### src/rtl/jstep_sequencer.sv
// Run-control sequencer: generates the four-phase computer clock and one-hot step
// vector, and decides between free-run, single-instruction step and stop.
module jstep_sequencer #(
    parameter int unsigned NSTEPS = 6,
    parameter int unsigned CNTW   = 16
) (
    input  logic              clk,
    input  logic              reset,
    input  logic              run,
    input  logic              step_req,
    input  logic              halt,
    output logic              wclk,
    output logic              wclkd,
    output logic              wclke,
    output logic              wclks,
    output logic [NSTEPS-1:0] bos,
    output logic              busy,
    output logic              halted,
    output logic [CNTW-1:0]   icount
);

    typedef enum logic [1:0] {StIdle, StRun, StStep} state_e;
    typedef enum logic [1:0] {PhP0, PhP1, PhP2, PhP3} phase_e;

    state_e            state_q, state_d;
    phase_e            phase_q, phase_d;
    logic [NSTEPS-1:0] bos_q, bos_d;
    logic [CNTW-1:0]   icount_q, icount_d;
    logic              halted_q, halted_d;
    logic              latch_q, latch_d;
    logic              wclk_q, wclk_d;
    logic              wclkd_q, wclkd_d;
    logic              wclke_q, wclks_q;
    logic              busy_q, busy_d;
    logic              last_step;
    logic              stop_halt;

    assign last_step = bos_q[NSTEPS-1];
    // A halt pulse on the boundary cycle itself still stops this instruction.
    assign stop_halt = latch_q | halt;

    always_comb begin
        state_d  = state_q;
        phase_d  = phase_q;
        bos_d    = bos_q;
        icount_d = icount_q;
        halted_d = halted_q;
        latch_d  = latch_q;
        unique case (state_q)
            StIdle: begin
                phase_d = PhP0;
                if (step_req) begin
                    state_d  = StStep;
                    halted_d = 1'b0;
                end else if (run && !halted_q) begin
                    state_d = StRun;
                end
            end
            StRun, StStep: begin
                latch_d = latch_q | halt;
                phase_d = phase_e'(phase_q + 2'd1);
                if (phase_q == PhP3) begin
                    bos_d = {bos_q[NSTEPS-2:0], bos_q[NSTEPS-1]};
                    if (last_step) begin
                        icount_d = icount_q + CNTW'(1);
                        latch_d  = 1'b0;
                        if (stop_halt) begin
                            state_d  = StIdle;
                            halted_d = 1'b1;
                        end else if (state_q == StStep || !run) begin
                            state_d = StIdle;
                        end
                    end
                end
            end
            default: begin
                state_d = StIdle;
                phase_d = PhP0;
            end
        endcase
    end

    // Outputs are registered from the next-cycle phase so they change on the same edge.
    always_comb begin
        busy_d  = (state_d != StIdle);
        wclk_d  = busy_d && (phase_d == PhP0 || phase_d == PhP1);
        wclkd_d = busy_d && (phase_d == PhP1 || phase_d == PhP2);
    end

    always_ff @(posedge clk) begin
        if (reset) begin
            state_q  <= StIdle;
            phase_q  <= PhP0;
            bos_q    <= NSTEPS'(1);
            icount_q <= '0;
            halted_q <= 1'b0;
            latch_q  <= 1'b0;
            wclk_q   <= 1'b0;
            wclkd_q  <= 1'b0;
            wclke_q  <= 1'b0;
            wclks_q  <= 1'b0;
            busy_q   <= 1'b0;
        end else begin
            state_q  <= state_d;
            phase_q  <= phase_d;
            bos_q    <= bos_d;
            icount_q <= icount_d;
            halted_q <= halted_d;
            latch_q  <= latch_d;
            wclk_q   <= wclk_d;
            wclkd_q  <= wclkd_d;
            wclke_q  <= wclk_d | wclkd_d;
            wclks_q  <= wclk_d & wclkd_d;
            busy_q   <= busy_d;
        end
    end

    assign wclk   = wclk_q;
    assign wclkd  = wclkd_q;
    assign wclke  = wclke_q;
    assign wclks  = wclks_q;
    assign bos    = bos_q;
    assign busy   = busy_q;
    assign halted = halted_q;
    assign icount = icount_q;

endmodule

### config.mk
export PLATFORM = sky130hd
export DESIGN_NAME = jstep_sequencer
export DESIGN_NICKNAME = d
export VERILOG_FILES = /design/src/rtl/jstep_sequencer.sv
export SDC_FILE = /design/constraint.sdc
export NUM_CORES = 1
export LEC_CHECK = 0
export CELL_PAD_IN_SITES_DETAIL_PLACEMENT = 1
export CELL_PAD_IN_SITES_GLOBAL_PLACEMENT = 2
export CORE_MARGIN = 2
export CORE_UTILIZATION = 25
export CTS_BUF_LIST = sky130_fd_sc_hd__clkbuf_16
export CTS_CLUSTER_DIAMETER = 40
export CTS_CLUSTER_SIZE = 16
export DETAILED_ROUTE_END_ITERATION = 10
export DONT_BUFFER_PORTS = 1
export GPL_TIMING_DRIVEN = 0
export PLACE_DENSITY_LB_ADDON = 0.12
export SLEW_MARGIN = 25
export SYNTH_ARGS = -nofsm -noshare
export SYNTH_HDL_FRONTEND = slang
export SYNTH_SLANG_ARGS = --single-unit
export TNS_END_PERCENT = 100
### constraint.sdc
create_clock -name clk -period 2 [get_ports clk]
set_input_delay 0 -clock clk [delete_from_list [all_inputs] [get_ports clk]]
set_output_delay 0 -clock clk [all_outputs]
set_load 0.02 [all_outputs]
==> results of run 1 <==
## worst paths after layout
| check | endpoint | depth (start not counted) |
|---|---|---|
| min | state_q[0]$_SDFF_PP0_ | 2 |
| max | icount[12]$_SDFFE_PP0P_ | 6 |
| min reg2reg | state_q[1]$_SDFF_PP0_ | 1 |
| max reg2reg | icount[12]$_SDFFE_PP0P_ | 6 |
## critical path, cell delays in order (launching register included)
cell	delay (ns)
dfxtp_2	0.36
inv_1	0.09
ha_4	0.30
nand4_4	0.12
or4_4	0.47
or3_1	0.33
a21oi_1	0.14
## layout by cell type, fill, tap and decap left out, types with 2 or more instances in the layout
cell type and count:
buf_4 6, inv_1 6, nor3_1 5, ha_1 5, o31ai_1 3, dfxtp_1 25, clkinv_1 2, nand2_1 15
xnor2_1 5, nor4_1 2, nand3_1 10, xor2_1 3, nand4_1 4, clkbuf_1 3, o21ai_0 6, nor2_1 16
clkbuf_16 5, dfxtp_2 7, or3_1 4, dlygate4sd3_1 2, or4_1 3, a21oi_1 15
## sequential cells by signal, indices dropped and copies added (netlist names)
name and count:
halted 1, phase_q 2, wclks 1, wclk 1, busy 1, state_q 2
wclke 1, latch_q 1, bos 6, wclkd 1, icount 16
## metrics by stage
step / setup slack (ns) / power [mW]
2_1_floorplan: 0.0228 / 0.874
3_3_place_gp: -0.181 / 0.910
3_5_place_dp: -0.249 / 0.917
4_1_cts: 0.00449 / 1.66
5_1_grt: -0.00864 / 1.73
6_report: 0.112 / 1.64
## power by group through the flow
stage | Combinational, mW | Sequential, mW | Clock [mW]
after floorplan | 0.122 | 0.752 | 0
after global placement | 0.152 | 0.758 | 0
after detailed placement | 0.158 | 0.759 | 0
after CTS | 0.176 | 0.745 | 0.741
after global routing | 0.198 | 0.749 | 0.778
final | 0.172 | 0.745 | 0.719
## area by class of cell
type / count / area, sq um / share of cell area
plain buffers: 6 / 31.3 / 0.0177
clock buffers: 5 / 125 / 0.0709
clock inverters: 3 / 12.5 / 0.00709
inverters: 6 / 22.5 / 0.0128
multi-input cells: 117 / 746 / 0.422
flip-flops and latches: 33 / 673 / 0.381
well taps: 72 / 90.1 / 0.0510
repair buffers: 8 / 65.1 / 0.0369
## cells by family after synthesis
logic type                 count (synthesis)  synth area share
DFF                                       33             0.458
adders and majority gates                  7            0.0608
xor gates and xnor gates                   8            0.0486
buffers and inverters                     12            0.0365
and+or+nand+nor                           69             0.254
muxes                                      1           0.00694
AOI/OAI and AO/OA                         32             0.135
## Yosys cell counts, drive strengths merged
cell type | n | share of area
o2bb2ai | 1 | 0.0061
o21a | 1 | 0.0052
or4 | 4 | 0.023
nor4b | 1 | 0.0061
a22o | 1 | 0.0061
and4 | 2 | 0.012
o31ai | 3 | 0.016
dfxtp | 33 | 0.46
xnor2 | 5 | 0.030
nor4 | 2 | 0.0087
o31a | 1 | 0.0061
buf | 2 | 0.010
clkbuf | 4 | 0.010
nand3 | 10 | 0.035
inv | 6 | 0.016
nor2 | 16 | 0.042
o211ai | 1 | 0.0052
nand4 | 5 | 0.032
nand2 | 15 | 0.039
o211a | 1 | 0.0069
or3 | 4 | 0.017
and2 | 1 | 0.0043
and3 | 1 | 0.0043
a21oi | 15 | 0.052
ha | 7 | 0.061
nor2b | 1 | 0.0043
a211o | 1 | 0.0061
o22ai | 1 | 0.0043
nor3 | 5 | 0.017
xor2 | 3 | 0.018
o21ai | 6 | 0.021
or2 | 1 | 0.0043
mux2i | 1 | 0.0069
nand2b | 1 | 0.0043
## timing repair
action,CTS,global route
hold buffers,2,0
setup buffers,2,4
endpoints found under the setup margin,10,5
endpoints found under the hold margin,4,0
pin swaps,1,1
resized for setup,7,7
cloned,0,0
## routing by layer
layer  track usage  routed length, um  part of all wire
met1         0.157               1740              0.47
met2         0.195               1750              0.47
met3        0.0452                199             0.053
met4        0.0458                 40             0.011
met5             0                  0                 0
==> impl_metrics.tcl, run 1 <==
set metrics [dict create \
    rows 27 \
    cts_root_buffer "clkbuf_16" \
    instances_no_fill 250 \
    rsz0062_at_grt "true" \
    holdWs_ns 0.0145 \
    fin_crit_sh 0.944 \
    dp.cells 234 \
    finish.utilization 0.319 \
    max_slew_margin 0.647 \
    ys_types 37 \
    p_leak_nw 0.615 \
    clock_path_buffers 2 \
    status "finished, final reports clean" \
    via_per_inst 4.94 \
    final_area_sq_mm 0.00177 \
    syn_area_sq_mm 0.00144 \
    critical_path_class "reg2reg" \
    cp-end-kind "flip-flop" \
    die_h_um 79.9 \
    p_sw_frac 0.257 \
    setup_violations 0 \
    cts_made_buffers 5 \
    ir_drop_v 0.000284 \
    placedInstanceArea_sq_mm 0.00153 \
    p_int_mw 1.22 \
    dp_hpwl_mm 2.71 \
    die_x_um 79.9 \
    crit_start "state_q[0]$_SDFF_PP0_" \
    r2r_setup_slack_ns 0.11 \
    portBuffers 0 \
    io_pins 33 \
    r2r_start "state_q[0]$_SDFF_PP0_" \
    drt_iter0_drc 41 \
    power.net_switching_mw 0.420 \
    yosys_warnings 0 \
    slew_viol_final 0 \
    grt_pass1_wl_mm 6.12 \
    fmax_ghz 0.530 \
    clkPwrFrac 0.439 \
    htreeDepth 2 \
    start_util 0.260 \
    cp-start-kind "flip-flop" \
    tns_ns 0 \
    p_seq_frac 0.455 \
    hold_class "in2reg" \
    final_nets 189 \
    ant_nets 0 \
    antenna_found_initial 0 \
    comb_power_share 0.105 \
    post-route-drc-count 0 \
    drtPass1Iterations 4 \
    period_needed_ns 1.89 \
    tightestPinTransition_ns 0.529 \
    routed_wl_mm 3.73 \
    wl_per_cell_um 14.9 \
    nFillCells 656 \
    grt_max_degree 11 \
    required_ns 2.20 \
    synth_seq_cells 33 \
    synth-seq-area-share 0.458 \
    insertion_delay_ns 0.27 \
    vias 1234 \
    gp_congestion 0.771 \
    dieArea_sq_mm 0.00639 \
    hp-start "step_req" \
    synth_cells 162 \
    syn2layout_area_growth_pct 22.5 \
    cap_violations 0 \
    p_per_area_mw_per_mm2 927 \
    syn_area_per_cell_sq_um 8.90 \
    cts_tree "built" \
    path_clk_slew_ns 0.05 \
    crit_path_max_fanout 7 \
    n_antenna_cell 0 \
    synth_fp_nets 174 \
    drive_above_1_share 0.157 \
    design.core.area_sq_mm 0.00554 \
    cp_data_arrival_time_ns 2.09 \
    cts_sinks 33 \
    hold_viol 0 \
    skew_ns 0.00474 \
    grt_pass1_vias 1213 \
    grt-ovfl-total 0 \
    grt.total_usage 0.125 \
]
Power figures use the tool's default switching activity.
==> inputs of run 2 (changes only) <==
Clock period 2 ns to 1.98 ns, I/O delays scaled along.
==> run 2 against run 1 <==
Utilization rose by 0.36 points; sequential cell count did not move; final area rose by 1.1%; non-clock buffer count rose by 1; first-iteration DRC count rose by 9.8%; combinational power barely moved; die area did not move; largest cell class unchanged; highest routed layer unchanged.
==> impl_metrics.tcl, run 2 (synthesis gave the netlist of run 1 again) <==
set metrics [dict create \
    status "finished, final reports clean" \
    critical_path_class "reg2reg" \
    grt-ovfl-total 0 \
    dp_hpwl_mm 2.71 \
    comb_power_share 0.105 \
    placedInstanceArea_sq_mm 0.00153 \
    path_clk_slew_ns 0.05 \
    final_common_cell "dfxtp_1" \
    ir_drop_v 0.000289 \
    path_cells "inv_1 -> ha_4 -> and4_4 -> nand4_1 -> buf_4 -> or3_1 -> a21oi_1" \
    insertion_delay_ns 0.27 \
    max_stage_delay_ns 0.36 \
    design.core.area_sq_mm 0.00554 \
    crit_path_max_fanout 5 \
    p_int_mw 1.23 \
    grt_max_degree 11 \
    p_per_area_mw_per_mm2 926 \
    cp_slowest_cell "dfxtp_4" \
    setup_violations 0 \
    reg2reg_depth 7 \
    start_util 0.260 \
    drt_iter0_drc 45 \
    grt_pass1_vias 1213 \
    final_area_sq_mm 0.00179 \
    ant_nets 0 \
    n_antenna_cell 0 \
    drtPass1Iterations 4 \
    crit_start "state_q[0]$_SDFF_PP0_" \
    routed_wl_mm 3.75 \
    cts_sinks 33 \
    fmax_ghz 0.532 \
    grt.total_usage 0.125 \
    fin_crit_sh 0.949 \
    layout.area.seq_sq_um 676 \
    cap_violations 0 \
    holdWs_ns 0.00943 \
    htreeDepth 2 \
    slew_viol_final 0 \
    tightestPinTransition_ns 0.528 \
    p_sw_frac 0.257 \
    wl_per_cell_um 14.9 \
    io_pins 33 \
    dp.cells 234 \
    r2r_start "state_q[0]$_SDFF_PP0_" \
    instances_no_fill 251 \
    hold_class "in2reg" \
    skew_ns 0.00491 \
    cp-end-kind "flip-flop" \
    cp_data_arrival_time_ns 2.08 \
    dieArea_sq_mm 0.00639 \
    power.net_switching_mw 0.425 \
    drive_above_1_share 0.162 \
    syn2layout_area_growth_pct 23.9 \
    period_needed_ns 1.88 \
    p_leak_nw 0.619 \
    hp-start "step_req" \
    pre_cts_slack_ns -0.269 \
    r2r-end "icount[11]$_SDFFE_PP0P_" \
    min_to "state_q[0]$_SDFF_PP0_" \
    cts_made_buffers 5 \
    portBuffers 0 \
    final_nets 190 \
    die_h_um 79.9 \
    multi_input_area_sq_um 756 \
    gp_congestion 0.771 \
    clock_path_buffers 2 \
    die_x_um 79.9 \
    nFillCells 655 \
    rows 27 \
    required_ns 2.18 \
    grt_pass1_wl_mm 6.12 \
    p_seq_frac 0.455 \
    cts_root_buffer "clkbuf_16" \
    via_per_inst 4.98 \
    r2r_setup_slack_ns 0.10 \
    clkPwrFrac 0.439 \
    hold_viol 0 \
    max_slew_margin 0.648 \
    totalPowerFinal_mw 1.65 \
    largest_register_ffs 16 \
    final_cell_mix "25 x dfxtp_1, 16 x nor2_1, 15 x nand2_1, 15 x a21oi_1, 10 x nand3_1" \
    cp-start-kind "flip-flop" \
    antenna_found_initial 0 \
    post-route-drc-count 0 \
    setup_slack_ns 0.101 \
    holdPathStages 2 \
    cts_tree "built" \
    vias 1249 \
]
==> run 2: worst max path at each step <==
stage | slack [ns] | cells after the start | to
floorplan | 0.003 | 6 | icount[12]$_SDFFE_PP0P_
global placement | -0.20 | 6 | wclke$_SDFF_PP0_
detailed placement | -0.27 | 6 | wclke$_SDFF_PP0_
CTS | 0.008 | 6 | icount[15]$_SDFFE_PP0P_
global route | -0.001 | 4 | icount[15]$_SDFFE_PP0P_
finish | 0.10 | 7 | icount[11]$_SDFFE_PP0P_
==> run 2: metal layers <==
layer / track usage / vias to the layer above / part of all wire
met4: 0.0458 / 0 / 0.014
met1: 0.157 / 605 / 0.47
li1: - / 610 / -
met3: 0.0452 / 7 / 0.053
met2: 0.195 / 27 / 0.46
met5: 0 / - / 0
==> run 2: worst max-delay path, delay by kind of cell (launching register included) <==
family	cells	cell delay, ns
compound gates	1	0.13
flops	1	0.36
simple gates	3	0.73
fa+ha+maj	1	0.30
buf+inv	2	0.28
==> run 2: power by group through the flow <==
stage	registers [mW]	logic [mW]	clock network [mW]
2_1_floorplan	0.760	0.123	0
3_3_place_gp	0.766	0.153	0
3_5_place_dp	0.766	0.160	0
4_1_cts	0.753	0.177	0.749
5_1_grt	0.757	0.200	0.786
6_report	0.753	0.174	0.727
==> run 2: through the flow <==
stage           util  TNS (ns)
4_1_cts        0.312         0
2_1_floorplan      -         0
3_3_place_gp   0.276    -0.930
5_1_grt        0.322  -0.00170
6_report       0.322         0
3_5_place_dp   0.276     -1.50
==> run 2: repair_timing <==
action	4_1_cts	5_1_grt
setup endpoints to repair	10	5
setup buffers	2	5
resized for setup	9	7
endpoints found under the hold margin	4	0
pin swaps	1	1
hold buffers	2	0
==> run 2: cell type report <==
class                      instances  area share
multi-input combinational        117       0.423
clock inverter                     3     0.00701
timing repair buffer               9      0.0406
clock buffer                       5      0.0701
inverter                           6      0.0126
buffer                             6      0.0175
tap                               72      0.0505
sequential                        33       0.378
